--- src/rtl/instruction_fetch_unit.sv ---
`timescale 1ns/1ps
`default_nettype none
// ============================================================================
// Module   : instruction_fetch_unit
// Purpose  : Owns the program counter and drives the instruction memory read
//            port. Fetched words go into a small prefetch FIFO that feeds
//            decode over a valid/ready handshake. Execute can redirect the PC.
//            Fetching stops on the all-zero end-of-program word.
// Revision : 1.0  initial release
// ============================================================================
module instruction_fetch_unit #(
    parameter int                    ADDR_WIDTH = 12,
    parameter int                    INST_WIDTH = 19,
    parameter int                    DEPTH      = 2,
    parameter logic [ADDR_WIDTH-1:0] RESET_PC   = '0
) (
    input  logic                  clock,
    input  logic                  reset,
    output logic [ADDR_WIDTH-1:0] imem_address,
    input  logic [INST_WIDTH-1:0] imem_instruction,
    output logic [INST_WIDTH-1:0] inst_out,
    output logic [ADDR_WIDTH-1:0] inst_pc,
    output logic                  inst_valid,
    input  logic                  inst_ready,
    input  logic                  redirect,
    input  logic [ADDR_WIDTH-1:0] redirect_target,
    output logic                  halted
);

    localparam int               PTR_W = (DEPTH > 1) ? $clog2(DEPTH) : 1;
    localparam int               CNT_W = $clog2(DEPTH + 1);
    localparam logic [CNT_W-1:0] FULL  = CNT_W'(DEPTH);
    localparam logic [PTR_W-1:0] LAST  = PTR_W'(DEPTH - 1);

    typedef enum logic [0:0] {
        RUN  = 1'b0,
        HALT = 1'b1
    } state_t;

    state_t                  state;
    state_t                  state_next;
    logic [ADDR_WIDTH-1:0]   pc;
    logic [ADDR_WIDTH-1:0]   pc_next;

    logic [INST_WIDTH-1:0]   fifo_inst [DEPTH];
    logic [ADDR_WIDTH-1:0]   fifo_pc   [DEPTH];
    logic [PTR_W-1:0]        rd_ptr;
    logic [PTR_W-1:0]        wr_ptr;
    logic [CNT_W-1:0]        count;

    logic                    pop;
    logic                    fetch_ok;
    logic                    end_word;
    logic                    push;

    // Circular pointer advance; DEPTH need not be a power of two.
    function automatic logic [PTR_W-1:0] ptr_inc(input logic [PTR_W-1:0] p);
        return (p == LAST) ? '0 : p + PTR_W'(1);
    endfunction

    assign imem_address = pc;
    assign inst_valid   = (count != '0);
    assign pop          = inst_valid & inst_ready;

    // A slot is available when not full, or when full but the head leaves
    // this same cycle. A redirect suppresses the fetch of the stale path.
    assign fetch_ok = (state == RUN) & ~redirect & ((count < FULL) | pop);
    assign end_word = fetch_ok & (imem_instruction == '0);
    assign push     = fetch_ok & ~end_word;

    // Head is forced to zero while empty so stale entries never leak out.
    assign inst_out = inst_valid ? fifo_inst[rd_ptr] : '0;
    assign inst_pc  = inst_valid ? fifo_pc[rd_ptr]   : '0;
    assign halted   = (state == HALT) & (count == '0);

    // Next PC and run/halt state; redirect beats any fetch decision.
    always_comb begin
        state_next = state;
        pc_next    = pc;
        if (redirect) begin
            state_next = RUN;
            pc_next    = redirect_target;
        end else if (push) begin
            pc_next = pc + ADDR_WIDTH'(1);
        end else if (end_word) begin
            state_next = HALT;
        end
    end

    // PC and state registers.
    always_ff @(posedge clock) begin
        if (reset) begin
            state <= RUN;
            pc    <= RESET_PC;
        end else begin
            state <= state_next;
            pc    <= pc_next;
        end
    end

    // FIFO pointers and occupancy; a redirect flushes everything.
    always_ff @(posedge clock) begin
        if (reset || redirect) begin
            rd_ptr <= '0;
            wr_ptr <= '0;
            count  <= '0;
        end else begin
            if (push) wr_ptr <= ptr_inc(wr_ptr);
            if (pop)  rd_ptr <= ptr_inc(rd_ptr);
            case ({push, pop})
                2'b10:   count <= count + CNT_W'(1);
                2'b01:   count <= count - CNT_W'(1);
                default: count <= count;
            endcase
        end
    end

    // FIFO storage: the fetched word together with the address it came from.
    always_ff @(posedge clock) begin
        if (push) begin
            fifo_inst[wr_ptr] <= imem_instruction;
            fifo_pc[wr_ptr]   <= pc;
        end
    end

endmodule
`default_nettype wire

--- config.mk ---
export PLATFORM = sky130hd
export DESIGN_NAME = instruction_fetch_unit
export DESIGN_NICKNAME = d
export VERILOG_FILES = /design/src/rtl/instruction_fetch_unit.sv
export SDC_FILE = /design/constraint.sdc
export NUM_CORES = 1
export LEC_CHECK = 0
export BUFFER_PORTS_ARGS = -buffer_cell sky130_fd_sc_hd__clkbuf_2
export CAP_MARGIN = 30
export CORE_MARGIN = 2
export CORE_UTILIZATION = 50
export DETAILED_ROUTE_END_ITERATION = 16
export HOLD_SLACK_MARGIN = 0.02
export PLACE_DENSITY = 0.84
export SYNTH_ARGS = -nofsm -noshare
export SYNTH_HDL_FRONTEND = slang
export SYNTH_SLANG_ARGS = --single-unit
--- constraint.sdc ---
create_clock -name clock -period 4.1 [get_ports clock]
set_input_delay 0.615 -clock clock [delete_from_list [all_inputs] [get_ports clock]]
set_output_delay 0.615 -clock clock [all_outputs]
set_load 0.05 [all_outputs]
==> results of run 1 <==
-- final timing paths --
check,startpoint,endpoint,slack (ns)
hold reg to reg,imem_address[11]$_SDFFE_PP0P_,fifo_pc[0][11]$_DFFE_PP_,0.53
hold / removal,imem_instruction[17],fifo_inst[1][17]$_DFFE_PP_,0.47
setup reg to reg,count[1]$_SDFFE_PP0P_,fifo_inst[1][16]$_DFFE_PP_,2.32
setup / recovery,flop,inst_pc[3],1.48
-- state kept, by name, indices dropped and copies added, names as in the netlist, named ones only --
signal / cells
fifo_inst: 38
fifo_pc: 24
imem_address: 12
count: 2
rd_ptr: 1
state: 1
wr_ptr: 1
-- kinds of logic (layout without fill, tap and decap cells) --
family / after synthesis / after routing / synth area share
xor+xnor: 13 / 13 / 0.0330
compound gates: 29 / 29 / 0.0681
simple gates: 77 / 77 / 0.135
buf+inv: 20 / 105 / 0.0232
flops: 80 / 80 / 0.643
fa+ha+maj: 2 / 2 / 0.00725
mux: 31 / 31 / 0.0899
-- layer usage --
layer  wire length, um  up-vias  track usage
li1                  -     1089            -
met1              3040     1107        0.255
met2              3190       84        0.294
met3               372       11       0.0436
met4               117        0       0.0769
met5                 0        -            0
-- through the flow --
step	cell area, um^2	worst slack [ns]
global route	4150	1.36
finish	4150	1.48
detailed placement	3930	1.45
floorplan	3450	0.960
global placement	3930	1.56
CTS	4150	1.45
-- area by class of cell --
type | instances | area [um^2] | share of cell area
well taps | 80 | 100 | 0.0241
clock buffers | 9 | 124 | 0.0299
clock inverters | 7 | 95.1 | 0.0229
repair buffers | 82 | 418 | 0.101
multi-input cells | 152 | 1160 | 0.280
flip-flops and latches | 80 | 2220 | 0.536
inverters | 7 | 26.3 | 0.00634
-- cell usage after synthesis, types with 5 or more instances --
cell	number
nor4_4	5
edfxtp_1	62
clkbuf_1	7
nor3_1	6
inv_1	6
nand3_1	5
mux2i_1	31
xor2_1	6
dfxtp_1	18
a211oi_1	7
a21oi_1	5
xnor2_1	7
nor2_1	44
-- power by group --
part           internal (W)  total (W)  switching (W)
clock network      0.000343   0.000629       0.000286
registers          0.000920   0.000950      0.0000298
logic             0.0000659   0.000244       0.000178
total               0.00133    0.00182       0.000494
-- critical path, stage by stage (launching register included) --
cell	delay, ns
dfxtp_2	0.95
mux2i_1	0.21
nor2_1	0.17
clkbuf_2	0.30
==> metrics.txt, run 1 <==
outcome complete, no violations; post-detail-place hpwl 4640 um; asr flop ratio synth 0; Post-Syn Instances 252; RSZ-0062 raised after global routing no; initial antenna violation count 0; Seq/Total Area, Yosys 0.643; critical path class flop to output port; Worst-Margin Slew 0.956 ns; H-tree depth 3; TNS Setup 0 ns; Tot GR Track Use 0.188; final setup fails 0; FP Rows 30; synth warn 0; most frequent cells in the layout clkbuf_2, edfxtp_1, nor2_1; syn nets 289; final design utilization 0.614; Pwr Density 440 mW/mm^2; Slew HR 0.363; vias after detailed routing 2291; buffer count from post-CTS setup fixing 0; die area 0.00759 mm^2; Routed WL per cell 16.1 um; FILL cells 523; max-slew violations 0; Antenna diodes 0; total grt overflow 0; NumNets Final 369; Clock Latency Late Sink 0.35 ns; final hold viol count 0; first-pass GRT wire length 10700 um; Max Root-Sink Buffers 2; chip height 87.1 um; clock-pin slew on the worst setup and hold paths 0.08 ns; crit path time final 2.62 ns; share of the synthesized area in the top cell type 0.539; synth top area cells edfxtp_1, dfxtp_1, mux2i_1; Netlist cell types 38; GP Congestion 0.835; Final Non-Filler Cells 417; post_cts resized 0; Final Skew 0.0111 ns; hold buffers post-CTS 0; Tot Pwr 0.00182 W; EDFF count, synth 62; Cell Area, Synth 0.00345 mm^2; area grow syn2layout 20.0%; I/O Pins 80; TritonRoute pass-1 iters 4; Final ANT Viol Nets 0; Hold WC Path Type input port to flop; #FFs+latches synth 80; Core ar. 0.00676 mm^2; Lkg Pwr 1.55 nW; Die W 87.1 um; endpoint class of the critical path output port; clock sinks 80; clock root cell clkbuf_8; Avg Cell Area, Syn 13.7 um^2; effective utilization at floorplan 0.511; placed insts 401; CP Max Fanout 31; DR iter-0 viols 103; largest net degree at the start of global routing 32; routed wire length 6720 um; Max Clock Freq 382 MHz; Hold WS 0.471 ns; CTS tree built; vias in the first global route 2130; r2r worst-path depth 5; detailed-route DRC error count 0; Max-Cap Viols 0; Top FF cell, synth edfxtp_1; Req. time, crit path 3.48 ns; startpoint types flop; most common cell after layout, fill and taps aside clkbuf_2; hold depth 1; Crit path arrival time 2.00 ns; fraction of layout cells with a size suffix above 1 0.341; TritonCTS Buffers 9; input/output buffers 79; VDD IR-drop max 227 uV; Yosys top cell by area edfxtp_1; Via-to-Cell Ratio 5.49; period utilization 0.638
Note: power is estimated with default switching activity, not from simulation.
==> inputs of run 2 (changes only) <==
==> constraint.sdc (replaced) <==
create_clock -name clock -period 2.45 [get_ports clock]
set_input_delay 0.3675 -clock clock [delete_from_list [all_inputs] [get_ports clock]]
set_output_delay 0.3675 -clock clock [all_outputs]
set_load 0.05 [all_outputs]
==> metrics.txt, run 2 (synthesis results as in run 1) <==
outcome complete, no violations; met2 usage 0.294 (unchanged); NumNets Final 373 (+1.1%); first-pass GRT wire length 10400 um (-3.0%); final hold viol count 0 (unchanged); post-place setup slack 0.209 ns (-1.24 ns); clock-pin slew on the worst setup and hold paths 0.08 ns (about the same); Pwr Density 685 mW/mm^2 (+56%); GRT busiest layer met2; period utilization 0.846; CTS tree built; Max Clock Freq 483 MHz; largest net degree at the start of global routing 33 (+3.1%); effective utilization at floorplan 0.511 (unchanged); Worst-Margin Slew 0.526 ns (-0.430 ns); most common cell after layout, fill and taps aside clkbuf_2; vias after detailed routing 2270 (-0.92%); vias in the first global route 2177 (+2.2%); detailed-route DRC error count 0 (unchanged); Die W 87.1 um (unchanged); Tot GR Track Use 0.182 (-0.00641); Top reg by flops fifo_inst; total grt overflow 0 (unchanged); endpoint class of the critical path output port; hold depth 1 (unchanged); input/output buffers 79 (unchanged); post-detail-place hpwl 4550 um (-2.0%); GP Congestion 0.788 (-5.6%); fraction of layout cells with a size suffix above 1 0.343 (+0.00186); clock sinks 80 (unchanged); r2r worst-path depth 5 (unchanged); I/O Pins 80 (unchanged); Req. time, crit path 2.08 ns (-1.40 ns); Hold WS 0.224 ns (-0.247 ns); die area 0.00759 mm^2 (unchanged); TritonRoute pass-1 iters 4 (unchanged); Via-to-Cell Ratio 5.39 (-1.9%); Final ANT Viol Nets 0 (unchanged); RSZ-0062 raised after global routing no; H-tree depth 3 (unchanged); Global Route met1 Usage 0.228 (-0.0272); Max Root-Sink Buffers 2 (unchanged); buffer count from post-CTS setup fixing 0 (unchanged); critical path class flop to output port; Hold WC Path Type input port to flop; DR iter-0 viols 124 (+20%); post_cts resized 0 (unchanged); clock root cell clkbuf_8; chip height 87.1 um (unchanged); max FFs per register 38 (unchanged); final setup fails 0 (unchanged); Crit path arrival time 1.70 ns (-0.30 ns); routed wire length 6580 um (-2.0%); initial antenna violation count 0 (unchanged); Lkg Pwr 1.54 nW (-0.67%); max-slew violations 0 (unchanged); Antenna diodes 0 (unchanged); Clock Latency Late Sink 0.35 ns (about the same); FP Rows 30 (unchanged); Core ar. 0.00676 mm^2 (unchanged); TritonCTS Buffers 9 (unchanged); Slew HR 0.649 (+0.287); most frequent cells in the layout clkbuf_2, edfxtp_1, nor2_1; hold buffers post-CTS 0 (unchanged); area grow syn2layout 19.6%; Final Instance Area 0.00413 mm^2 (-0.39%); CP Max Fanout 31 (unchanged); Max-Cap Viols 0 (unchanged); setup ws final 0.378 ns (-1.11 ns); area post-placement 0.00396 mm^2 (+0.76%); Final Skew 0.00833 ns (-0.00277 ns); met3 Track Usage GR 0.0436 (unchanged); crit path time final 2.07 ns; Routed WL per cell 15.6 um (-2.9%); startpoint types flop; VDD IR-drop max 297 uV (+31%)
-- run 2: changes by cell type in the layout (fill, tap and decap cells not counted), sizes merged --
cell / before / now
clkinvlp: 1 / 2
clkinv: 4 / 6
inv: 7 / 6
bufinv: 2 / 0
buf: 3 / 7
-- run 2: path summary, 6_finish.rpt --
check | startpoint | slack, ns | end
hold / removal | imem_instruction[16] | 0.22 | fifo_inst[0][16]$_DFFE_PP_
setup reg to reg | count[1]$_SDFFE_PP0P_ | 0.67 | fifo_inst[1][14]$_DFFE_PP_
hold reg to reg | imem_address[11]$_SDFFE_PP0P_ | 0.54 | fifo_pc[0][11]$_DFFE_PP_
setup / recovery | flop | 0.38 | inst_pc[3]
-- run 2: final cells by class --
class	instances	area, um^2
timing repair buffer	86	448
fill	536	2630
clock inverter	7	48.8
inverter	7	26.3
tap	80	100
sequential	80	2220
clock buffer	9	124
multi-input combinational	152	1160
-- run 2: where the power goes --
group          switching [W]  leakage, nW  internal [W]
Combinational       0.000304        0.723      0.000112
Clock               0.000464       0.0805      0.000365
Sequential         0.0000436        0.736       0.00154
Total               0.000812         1.54       0.00202
-- run 2: stage by stage --
stage / utilization / std cells / power [W] / setup TNS (ns)
3_5_place_dp: 0.586 / 405 / 0.00203 / 0
5_1_grt: 0.611 / 421 / 0.00294 / 0
6_report: 0.611 / 421 / 0.00283 / 0
4_1_cts: 0.611 / 421 / 0.00285 / 0
3_3_place_gp: 0.586 / 405 / 0.00202 / 0
2_1_floorplan: - / 252 / 0.00190 / -27.41
-- run 2: routing by layer --
metal | wire, um | vias up
met3 | 375 | 11
met5 | 0 | -
met4 | 125 | 0
met1 | 2940 | 1088
met2 | 3140 | 70
li1 | - | 1101
-- run 2: critical path, stage by stage (launching register included) --
cell and delay [ns]:
dfxtp_2 0.32, buf_4 0.43, mux2i_1 0.15, nor2_1 0.14
clkbuf_2 0.30
